**src/rtl/controlador_filtro_fir_pkg.sv**
```systemverilog
// Shared definitions for the time-multiplexed FIR sequencer: state encoding,
// index-width helper and parameter legality check.
package controlador_filtro_fir_pkg;

  typedef enum logic [2:0] {
    ESPERA   = 3'd0,
    DESPLAZA = 3'd1,
    CALCULA  = 3'd2,
    DRENA    = 3'd3,
    ENTREGA  = 3'd4
  } estado_t;

  // Smallest width w with 2**w >= n (at least 1 bit).
  function automatic int unsigned bits_indice(input int unsigned n);
    int unsigned w;
    w = 1;
    while ((32'd1 << w) < n) w++;
    return w;
  endfunction

  function automatic bit parametros_validos(input int unsigned num_taps,
                                            input int unsigned bits,
                                            input int unsigned latencia);
    return (num_taps >= 2) && (num_taps <= 256) && (bits >= bits_indice(num_taps)) &&
           (latencia <= 7);
  endfunction

endpackage

```
**src/rtl/controlador_filtro_fir_linea_retardo_habilitacion.sv**
```systemverilog
// 1-bit enable shift line; a depth of 0 degenerates to a plain wire.
module linea_retardo_habilitacion #(
  parameter int unsigned PROFUNDIDAD = 2
) (
  input  logic clk,
  input  logic reset,
  input  logic entrada,
  output logic salida
);

  if (PROFUNDIDAD == 0) begin : g_cable
    logic unused_reloj;
    assign unused_reloj = clk ^ reset;
    assign salida       = entrada;
  end else begin : g_registros
    logic [PROFUNDIDAD-1:0] linea;

    always_ff @(posedge clk) begin
      if (!reset) begin
        linea <= '0;
      end else begin
        linea <= (linea << 1) | PROFUNDIDAD'(entrada);
      end
    end

    assign salida = linea[PROFUNDIDAD-1];
  end

endmodule

```
**src/rtl/controlador_filtro_fir.sv**
```systemverilog
// Sequencer for a single-multiplier FIR: shifts the delay line, walks the tap
// index, drains the MAC pipeline and strobes the output register.
module controlador_filtro_fir
  import controlador_filtro_fir_pkg::*;
#(
  parameter int unsigned NUM_TAPS     = 8,
  parameter int unsigned BITS_INDICE  = 3,
  parameter int unsigned LATENCIA_MAC = 2
) (
  input  logic                   clk,
  input  logic                   reset,
  input  logic                   muestra_lista,
  input  logic                   limpiar_error,
  output logic                   hab_registro,
  output logic                   limpiar_acumulador,
  output logic [BITS_INDICE-1:0] indice_coef,
  output logic                   indice_valido,
  output logic                   hab_acumulador,
  output logic                   hab_salida,
  output logic                   ocupado,
  output logic                   muestra_perdida
);

  if (!parametros_validos(NUM_TAPS, BITS_INDICE, LATENCIA_MAC)) begin : g_parametros_invalidos
    $error("controlador_filtro_fir: illegal NUM_TAPS/BITS_INDICE/LATENCIA_MAC");
  end

  localparam logic [BITS_INDICE-1:0] ULTIMO    = BITS_INDICE'(NUM_TAPS - 1);
  localparam logic [2:0]             DRENA_INI = 3'(LATENCIA_MAC - 1);

  estado_t                estado;
  logic [BITS_INDICE-1:0] contador;
  logic [2:0]             cuenta_drena;

  // Outputs are registered alongside the state they belong to.
  always_ff @(posedge clk) begin
    if (!reset) begin
      estado             <= ESPERA;
      contador           <= '0;
      cuenta_drena       <= '0;
      hab_registro       <= 1'b0;
      limpiar_acumulador <= 1'b0;
      indice_valido      <= 1'b0;
      hab_salida         <= 1'b0;
      ocupado            <= 1'b0;
      muestra_perdida    <= 1'b0;
    end else begin
      hab_registro       <= 1'b0;
      limpiar_acumulador <= 1'b0;
      indice_valido      <= 1'b0;
      hab_salida         <= 1'b0;
      ocupado            <= 1'b1;

      // A strobe while busy is dropped; setting beats a simultaneous clear.
      if (muestra_lista && (estado inside {DESPLAZA, CALCULA, DRENA})) begin
        muestra_perdida <= 1'b1;
      end else if (limpiar_error) begin
        muestra_perdida <= 1'b0;
      end

      unique case (estado)
        ESPERA: begin
          ocupado <= muestra_lista;
          if (muestra_lista) begin
            estado             <= DESPLAZA;
            hab_registro       <= 1'b1;
            limpiar_acumulador <= 1'b1;
          end
        end
        DESPLAZA: begin
          estado        <= CALCULA;
          contador      <= '0;
          indice_valido <= 1'b1;
        end
        CALCULA: begin
          if (contador == ULTIMO) begin
            cuenta_drena <= DRENA_INI;
            if (LATENCIA_MAC == 0) begin
              estado     <= ENTREGA;
              hab_salida <= 1'b1;
            end else begin
              estado <= DRENA;
            end
          end else begin
            contador      <= contador + 1'b1;
            indice_valido <= 1'b1;
          end
        end
        DRENA: begin
          if (cuenta_drena == 3'd0) begin
            estado     <= ENTREGA;
            hab_salida <= 1'b1;
          end else begin
            cuenta_drena <= cuenta_drena - 3'd1;
          end
        end
        ENTREGA: begin
          ocupado <= muestra_lista;
          if (muestra_lista) begin
            estado             <= DESPLAZA;
            hab_registro       <= 1'b1;
            limpiar_acumulador <= 1'b1;
          end else begin
            estado <= ESPERA;
          end
        end
        default: begin
          estado  <= ESPERA;
          ocupado <= 1'b0;
        end
      endcase
    end
  end

  assign indice_coef = contador;

  linea_retardo_habilitacion #(
    .PROFUNDIDAD(LATENCIA_MAC)
  ) u_linea_acumulador (
    .clk    (clk),
    .reset  (reset),
    .entrada(indice_valido),
    .salida (hab_acumulador)
  );

endmodule

```
**config.mk**
```make
export PLATFORM = sky130hd
export DESIGN_NAME = controlador_filtro_fir
export DESIGN_NICKNAME = d
export VERILOG_FILES = /design/src/rtl/controlador_filtro_fir_pkg.sv /design/src/rtl/controlador_filtro_fir_linea_retardo_habilitacion.sv /design/src/rtl/controlador_filtro_fir.sv
export SDC_FILE = /design/constraint.sdc
export NUM_CORES = 1
export LEC_CHECK = 0
export ABC_AREA = 1
export CAP_MARGIN = 20
export CORE_AREA = 8 8 47 49
export CTS_CLUSTER_DIAMETER = 60
export DETAILED_ROUTE_END_ITERATION = 6
export DIE_AREA = 0 0 55 57
export PLACE_DENSITY = 0.73
export SKIP_LAST_GASP = 1
export SLEW_MARGIN = 10
export SYNTH_ARGS = -nofsm -noshare
export SYNTH_HDL_FRONTEND = slang
export SYNTH_SLANG_ARGS = --single-unit
```
**constraint.sdc**
```tcl
create_clock -name clk -period 1.7 [get_ports clk]
set_input_delay 0.17 -clock clk [delete_from_list [all_inputs] [get_ports clk]]
set_output_delay 0.17 -clock clk [all_outputs]
set_load 0.05 [all_outputs]
```
==> results.txt, run 1 <==
----------------------------------------------------
[Pwr]
  Switching Power ... 0.551 mW
  Clock share of power ... 19.7%
  Internal power ... 0.757 mW
  Power, Total ... 1.31 mW
  Peak supply drop ... 0.747 mV
  Sequential cell fraction of total power ... 39.5%
  Leakage power total ... 0.405 nW
  Cell Pwr Density ... 1520 nW/um2
  Relative contribution of combinational cells to total power ... 40.8%
  Switching fraction of total power ... 42.1%

[STA]
  Final number of max-transition violations ... 0
  Final worst hold slack ... 428 ps
  Slew headroom ... 66.6%
  Portion of the clock cycle consumed by the worst path in the final layout ... 94.2%
  Final critical path time including I/O delays and setup ... 1600 ps
  Number of setup violations in the final report ... 0
  RSZ-0062 raised after global routing ... no
  Worst Setup Slack, final ... 97.8 ps
  Post-route clock skew ... 1.97 ps
  Slew @ Worst Pin ... 499 ps
  Final hold viol count ... 0
  Total Negative Setup Slacks ... 0 ps
  Max Freq ... 624 MHz

[Setup path]
  Delay contributed by the slowest stage of the critical path ... 800 ps
  CP max FO ... 2
  Buffers and inverters on the worst path ... 1
  Type of origin of the critical path ... flop
  Slowest CP cell ... clkdlybuf4s50_1
  Kind of end point of the critical path ... output pin
  Top cell family by delay on the critical path ... buffers and inverters
  Worst Setup Path Type ... flop to output pin
  Cells along the critical path ... clkdlybuf4s50_1
  CP required ... 1530 ps
  Data arrival time at the worst-slack endpoint ... 1430 ps

[Yosys]
  Seq cells post-synth ... 16
  Avg Synthesized Cell Area ... 7.67 um2
  Proportion of synthesized chip area in sequential cells ... 46.4%
  Post-Syn Area ... 691 um2
  Unique masters post-synth ... 18
  Synthesized netlist cell count ... 90
  Total nets after synthesis ... 98
  YS warnings ... 0

[Route]
  Via density per instance ... 4.75
  Via count ... 584
  DRT met1 WL ... 586 um
  Post-route ant nets ... 0
  Detailed-routed wire length on met2 ... 591 um
  Metal3 WL ... 63 um
  Routed wire length ... 1.28 mm
  Mean routed wirelength per cell ... 10.4 um
  Post-detailed-route DRC marker count ... 0
  Highest metal layer used by the detailed router ... met4
  Detailed router's first-iteration violation count ... 20
  TritonRoute pass-1 iters ... 4

[Finish]
  Antenna diode count ... 0
  Layout Nets ... 115
  Growth of design area from synthesis to finish ... 25.0%
  Post-route design area ... 863 um2
  Area taken by flip-flops and latches ... 320 um2
  Non-filler instance count after layout ... 123
  Multi-input logic area ... 314 um2
  Most frequent cells in the layout ... 23 x nand2_1, 16 x dfxtp_1, 12 x nor2_1
  Share of final-layout standard cells stronger than drive strength 1 ... 15.1%
  Utilization after layout ... 54.8%
  Fill count ... 160
  Leading cell type in the layout, fill and taps excluded ... nand2_1

[Clocking]
  TritonCTS sink count ... 16
  Clock H-tree levels ... 1
  Largest buffer count on any clock path ... 2
  Hold bufs inserted after CTS ... 0
  Clock slew seen by the registers of the worst setup and hold paths ... 90 ps
  Quantity of gates resized following cts ... 0
  Total setup buffers inserted after CTS ... 0
  Clock tree from TritonCTS ... yes
  Clock latency on the worst-skew pair ... 290 ps
  Clock tree root buffer cell ... clkbuf_4
  CTS buffer count ... 3

[Die]
  Number of I/O pins ... 14
  Row cnt ... 15
  Die Area ... 3140 um2
  Die Span X ... 55 um
  Chip height ... 57 um
  Area of the placeable core ... 1580 um2
  Starting density of the core ... 43.8%

[Placement]
  Total placed instance area ... 827 um2
  Estimated wirelength of the detail-placed design ... 985 um
  Post-placement cell count ... 119
  Pre-CTS setup slack ... 346 ps
  Routability cong. ... 0.765
  PortBufs ... 13

[Global routing]
  Via count of the first global-routing pass ... 515
  Antenna violations before repair ... 0
  Pin count of the biggest net entering global routing ... 11
  GRT overflow ... 0
  Global-route usage over all layers ... 8.77%
  Wire length of the first global-routing pass ... 2.06 mm

[Min path]
  Type of the most critical hold path ... flop to flop

[Run]
  Max-cap viol count ... 0

[Status]
  Outcome ... complete, no violations

----------------------------------------------------
## registers in the layout, indices dropped and copies added, names as in the netlist
register and flops:
cuenta_drena 3, estado 3, indice_coef 3, u_linea_acumulador.g_registros.linea 2
hab_salida 1, indice_valido 1, limpiar_acumulador 1, muestra_perdida 1
ocupado 1
## cell usage after synthesis, drive strengths merged
cell	instances	share of area (%)
dfxtp	16	46
buf	2	2.2
nor4	2	1.8
inv	10	5.4
nor2	14	8.3
o21ai	4	2.9
clkinv	1	0.54
nand3	3	3.6
ha	4	7.2
nand2	26	15
nand4	1	0.91
a21oi	6	4.3
o31ai	1	1.1
## power groups by stage
stage | Clock [mW] | Combinational (mW) | Sequential [mW]
final | 0.257 | 0.534 | 0.517
after global routing | 0.269 | 0.587 | 0.529
after CTS | 0.260 | 0.542 | 0.517
after detailed placement | 0 | 0.541 | 0.526
after global placement | 0 | 0.527 | 0.522
after floorplan | 0 | 0.244 | 0.673
## worst paths after layout
check                                                                        start                                                  to  slack [ps]  cells after the start
worst min-delay path            u_linea_acumulador.g_registros.linea[0]$_SDFF_PN0_  u_linea_acumulador.g_registros.linea[1]$_SDFF_PN0_         430                      2
worst max-delay path                                  muestra_perdida$_SDFFE_PN0P_                                     muestra_perdida         100                      1
worst max register to register                         indice_coef[0]$_SDFFE_PN0P_                         indice_coef[1]$_SDFFE_PN0P_         370                      8
worst min register to register  u_linea_acumulador.g_registros.linea[0]$_SDFF_PN0_  u_linea_acumulador.g_registros.linea[1]$_SDFF_PN0_         430                      2
## logic make-up (layout without fill, tap and decap cells)
kind of cell,after synthesis,count (layout),synth area share (%)
adders and majority gates,4,4,7.25
buffers and inverters,13,29,8.15
AOI/OAI and AO/OA,11,11,8.33
and+or+nand+nor,46,46,29.9
DFF,16,16,46.4
## layer usage
| layer | GRT usage [%] | up-vias |
|---|---|---|
| met5 | 0 | - |
| met4 | 6.19 | 0 |
| met3 | 2.34 | 5 |
| li1 | - | 315 |
| met1 | 10.2 | 253 |
| met2 | 13.1 | 11 |
## area by class of cell
| type | instances | area share (%) |
|---|---|---|
| sequential | 16 | 37.1 |
| multi-input combinational | 61 | 36.4 |
| timing repair buffer | 14 | 15.1 |
| inverter | 11 | 4.78 |
| clock buffer | 4 | 4.20 |
| tap | 17 | 2.46 |
Note: power is estimated with default switching activity, not from simulation.
==> run 2, diff against run 1 <==
--- a/config.mk
+++ b/config.mk
@@ -12,6 +12,7 @@
 export DETAILED_ROUTE_END_ITERATION = 6
 export DIE_AREA = 0 0 55 57
 export PLACE_DENSITY = 0.73
+export RECOVER_POWER = 25
 export SKIP_LAST_GASP = 1
 export SLEW_MARGIN = 10
 export SYNTH_ARGS = -nofsm -noshare
==> run 2 against run 1 <==
  * Design area is 0.87% lower
  * Non-clock buffer count unchanged
  * Sequential share of layout area rose by 0.33 points
  * Clock skew is essentially flat
  * Largest cell class unchanged
  * Largest power group unchanged
==> results.txt, run 2 (synthesis gave the netlist of run 1 again) <==
----------------------------------------------------
[STA]
  Number of setup violations in the final report ... 0
  Final hold viol count ... 0
  RSZ-0062 raised after global routing ... no
  Max Freq ... 624 MHz
  Slew headroom ... 60.4%
  Final critical path time including I/O delays and setup ... 1600 ps
  Final number of max-transition violations ... 0
  Final worst hold slack ... 430 ps
  Total Negative Setup Slacks ... 0 ps
  Slew @ Worst Pin ... 596 ps
  Post-route clock skew ... 1.63 ps
  Worst Setup Slack, final ... 96.7 ps
  Portion of the clock cycle consumed by the worst path in the final layout ... 94.3%

[Global routing]
  Antenna violations before repair ... 0
  GRT overflow ... 0
  Wire length of the first global-routing pass ... 2.06 mm
  Pin count of the biggest net entering global routing ... 11
  Global-route usage over all layers ... 8.77%
  Via count of the first global-routing pass ... 515

[Min path]
  Type of the most critical hold path ... flop to flop

[Route]
  Routed wire length ... 1.28 mm
  TritonRoute pass-1 iters ... 4
  Via density per instance ... 4.72
  Post-detailed-route DRC marker count ... 0
  Post-route ant nets ... 0
  Mean routed wirelength per cell ... 10.4 um
  Via count ... 581
  Detailed router's first-iteration violation count ... 20

[Run]
  Max-cap viol count ... 0

[Clocking]
  Clock slew seen by the registers of the worst setup and hold paths ... 90 ps
  Total setup buffers inserted after CTS ... 0
  Clock H-tree levels ... 1
  Clock tree from TritonCTS ... yes
  Hold bufs inserted after CTS ... 0
  Quantity of gates resized following cts ... 0
  CTS buffer count ... 3
  Clock tree root buffer cell ... clkbuf_4
  TritonCTS sink count ... 16
  Largest buffer count on any clock path ... 2
  Clock latency on the worst-skew pair ... 290 ps

[Finish]
  Growth of design area from synthesis to finish ... 23.9%
  Area taken by flip-flops and latches ... 320 um2
  Most frequent cells in the layout ... 23 x nand2_1, 16 x dfxtp_1, 12 x nor2_1
  Fill count ... 162
  Post-route design area ... 856 um2
  Share of final-layout standard cells stronger than drive strength 1 ... 13.2%
  Multi-input logic area ... 314 um2
  Layout Nets ... 115
  Antenna diode count ... 0
  Leading cell type in the layout, fill and taps excluded ... nand2_1

[Setup path]
  Endpoint of the most critical register-to-register path ... indice_coef[1]$_SDFFE_PN0P_
  CP startpoint ... muestra_perdida$_SDFFE_PN0P_
  Cells along the critical path ... clkdlybuf4s50_1
  Worst Setup Path Type ... flop to output pin
  Termination of the worst setup path ... muestra_perdida
  Data arrival time at the worst-slack endpoint ... 1430 ps
  Cell count along the critical path ... 1
  CP max FO ... 2
  Delay contributed by the slowest stage of the critical path ... 800 ps
  CP required ... 1530 ps
  Kind of end point of the critical path ... output pin
  Top cell family by delay on the critical path ... buffers and inverters
  R2R cell count ... 8
  Slowest CP cell ... clkdlybuf4s50_1
  Type of origin of the critical path ... flop
  Worst-case register-to-register setup slack ... 370 ps
  Buffers and inverters on the worst path ... 1
  Reg2Reg Launch Point ... indice_coef[0]$_SDFFE_PN0P_

[Die]
  Die Area ... 3140 um2
  Area of the placeable core ... 1580 um2
  Chip height ... 57 um
  Row cnt ... 15
  Starting density of the core ... 43.8%
  Number of I/O pins ... 14
  Die Span X ... 55 um

[Pwr]
  Peak supply drop ... 0.748 mV
  Leakage power total ... 0.397 nW
  Cell Pwr Density ... 1530 nW/um2

[Placement]
  Estimated wirelength of the detail-placed design ... 985 um
  Routability cong. ... 0.765
  PortBufs ... 13
  Total placed instance area ... 827 um2
  Pre-CTS setup slack ... 346 ps

[Status]
  Outcome ... complete, no violations

----------------------------------------------------
## run 2: cell types whose count changed in the layout (fill, tap and decap cells not counted), sizes merged
cell           change
buf                -2
clkbuf             +2
clkdlybuf4s50      -1
dlygate4sd3        +1
## run 2: worst min path at each step
stage	startpoint	endpoint	slack, ps	cells after the start
floorplan	muestra_lista	muestra_perdida$_SDFFE_PN0P_	310	2
global placement	u_linea_acumulador.g_registros.linea[0]$_SDFF_PN0_	u_linea_acumulador.g_registros.linea[1]$_SDFF_PN0_	400	2
detailed placement	u_linea_acumulador.g_registros.linea[0]$_SDFF_PN0_	u_linea_acumulador.g_registros.linea[1]$_SDFF_PN0_	410	2
CTS	u_linea_acumulador.g_registros.linea[0]$_SDFF_PN0_	u_linea_acumulador.g_registros.linea[1]$_SDFF_PN0_	430	2
global route	indice_valido$_SDFF_PN0_	u_linea_acumulador.g_registros.linea[0]$_SDFF_PN0_	460	2
finish	u_linea_acumulador.g_registros.linea[0]$_SDFF_PN0_	u_linea_acumulador.g_registros.linea[1]$_SDFF_PN0_	430	2
## run 2: layout make-up
class                           count  area share, %
Timing Repair Buffer               14           14.3
Clock buffer                        4           4.24
Tap cell                           17           2.49
Inverter                           11           4.82
Multi-Input combinational cell     61           36.7
Sequential cell                    16           37.4
## run 2: power breakdown
group	internal, mW	leakage [nW]	switching (mW)
clock network	0.131	0.0210	0.128
registers	0.449	0.131	0.0680
logic	0.176	0.245	0.357
total	0.755	0.397	0.553
## run 2: per-layer routing
| layer | share of wire (%) | track usage, % | vias to the layer above |
|---|---|---|---|
| met3 | 4.9 | 2.34 | 5 |
| met4 | 2.9 | 6.19 | 0 |
| met5 | 0 | 0 | - |
| met1 | 46 | 10.2 | 251 |
| met2 | 46 | 13.1 | 11 |
| li1 | - | - | 314 |
## run 2: stage by stage
step	cells	power [mW]	utilization [%]
after floorplan	90	0.918	-
after global placement	119	1.05	52.5
after detailed placement	119	1.07	52.5
after CTS	123	1.32	54.8
after global routing	123	1.38	54.3
final	123	1.31	54.3
==> RTL edit, RTL diff (flow settings as in run 2) <==
Add an input register stage for `limpiar_error`, cleared by the reset; this delays it by one clock. The other inputs are not delayed to match.
--- a/src/rtl/controlador_filtro_fir.sv
+++ b/src/rtl/controlador_filtro_fir.sv
@@ -22,2 +22,12 @@
 );
+
+  logic limpiar_error_q;
+
+  always_ff @(posedge clk) begin
+    if (!reset) begin
+      limpiar_error_q <= '0;
+    end else begin
+      limpiar_error_q <= limpiar_error;
+    end
+  end
 
@@ -56,3 +66,3 @@
         muestra_perdida <= 1'b1;
-      end else if (limpiar_error) begin
+      end else if (limpiar_error_q) begin
         muestra_perdida <= 1'b0;
Behaviour: not the same (a bounded check fails within 4 cycles, from zero or initial values and one cycle with reset low).
==> RTL edit against run 2 <==
- wire length rose by 3.8%
- sequential cell count rose by 1
- count of clock-buffer cells in the layout did not move
- sequential power rose by 7.0%
- final area rose by 2.0%
- worst setup slack improved by 0.00088 ns
- critical path depth did not move
- utilization rose by 1.1 points
- synthesized cell count rose by 6.7%
- synthesized area rose by 3.4%
- power rose by 5.3%
- sequential share of layout area rose by 1.5 points
- fmax barely moved
- critical path type unchanged
- critical endpoint unchanged
==> RTL edit: results <==
group,metric,value,unit
status,outcome,"finished clean",
route,wl_per_cell,10.3,um
hold_path,hold_path_depth,3,
power_and_ir_drop,sw_frac_of_total,43.9,%
layout,fillers,168,
power_and_ir_drop,vdd_drop_max,955,uV
hold_path,min_path_type,"input pin to flip-flop",
sta,skew,0.00198,ns
worst_setup_path,rrSetupSlack,0.41,ns
logic_synthesis,synth_fa_ha_area_share,7.01,%
layout,nNetsFinal,121,
worst_setup_path,reg2reg_to,"estado[0]",
sta,holdWs,0.409,ns
logic_synthesis,synthTopCellsByCount,"nand2_1, dfxtp_1, inv_1, nor2_1, nand3_1",
route,drt_iter0_drc,9,
layout,drive_gt1_share,7.14,%
place,post-dp-hpwl,1.06,mm
clock_tree,post-cts-setup-buffers,0,
global_routing,grt_pass1_wl,2.24,mm
power_and_ir_drop,p_leak,0.000426,uW
route,routed-via-count,627,
logic_synthesis,avgSynthCellArea,7.44,um^2
hold_path,min-delay-start,"limpiar_error",
place,place_congestion,0.821,
logic_synthesis,synth.net_count,104,
sta,worst_slew_margin_rel,66.3,%
layout,final_cells,129,
hold_path,min_to,"limpiar_error_q",
power_and_ir_drop,power.density,1580,mW/mm^2
place,dpl_worst_slack,0.387,ns
global_routing,track_usage,9.03,%
logic_synthesis,yosys-top-cells-area,"dfxtp_1, nand2_1, inv_1, ha_1, nor2_1",
## RTL edit: worst max path at each step
stage | startpoint | to | slack [ns] | depth (start not counted)
2_1_floorplan | indice_coef[0] | indice_coef[0] | 0.16 | 7
3_3_place_gp | muestra_perdida | muestra_perdida | 0.42 | 1
3_5_place_dp | reset | cuenta_drena[1] | 0.39 | 3
4_1_cts | muestra_perdida | muestra_perdida | 0.08 | 1
5_1_grt | indice_valido | indice_valido | 0.05 | 1
6_report | muestra_perdida | muestra_perdida | 0.1 | 1
## RTL edit: cell families after synthesis
logic type | after synthesis
and+or+nand+nor | 47
AOI/OAI and AO/OA | 10
buffers and inverters | 18
DFF | 17
adders and majority gates | 4
## RTL edit: power by group through the flow
| stage | clock, uW | sequential, uW | combinational (uW) |
|---|---|---|---|
| global placement | 0 | 559 | 604 |
| finish | 211 | 553 | 612 |
| CTS | 221 | 554 | 619 |
| detailed placement | 0 | 564 | 617 |
| floorplan | 0 | 734 | 279 |
| global route | 235 | 565 | 680 |
## RTL edit: metal layers
layer | GRT usage, % | routed length, um | vias to the layer above | share of wire [%]
li1 | - | - | 329 | -
met1 | 9.82 | 580 | 281 | 44
met2 | 15.7 | 649 | 14 | 49
met3 | 3.38 | 84 | 3 | 6.3
met4 | 2.06 | 13 | 0 | 0.98
met5 | 0 | 0 | - | 0
## RTL edit: final cells by class
type	count	share of cell area (%)
flip-flops and latches	17	39.0
multi-input cells	61	34.2
repair buffers	14	14.5
inverters	16	6.88
clock buffers	4	3.01
well taps	17	2.44
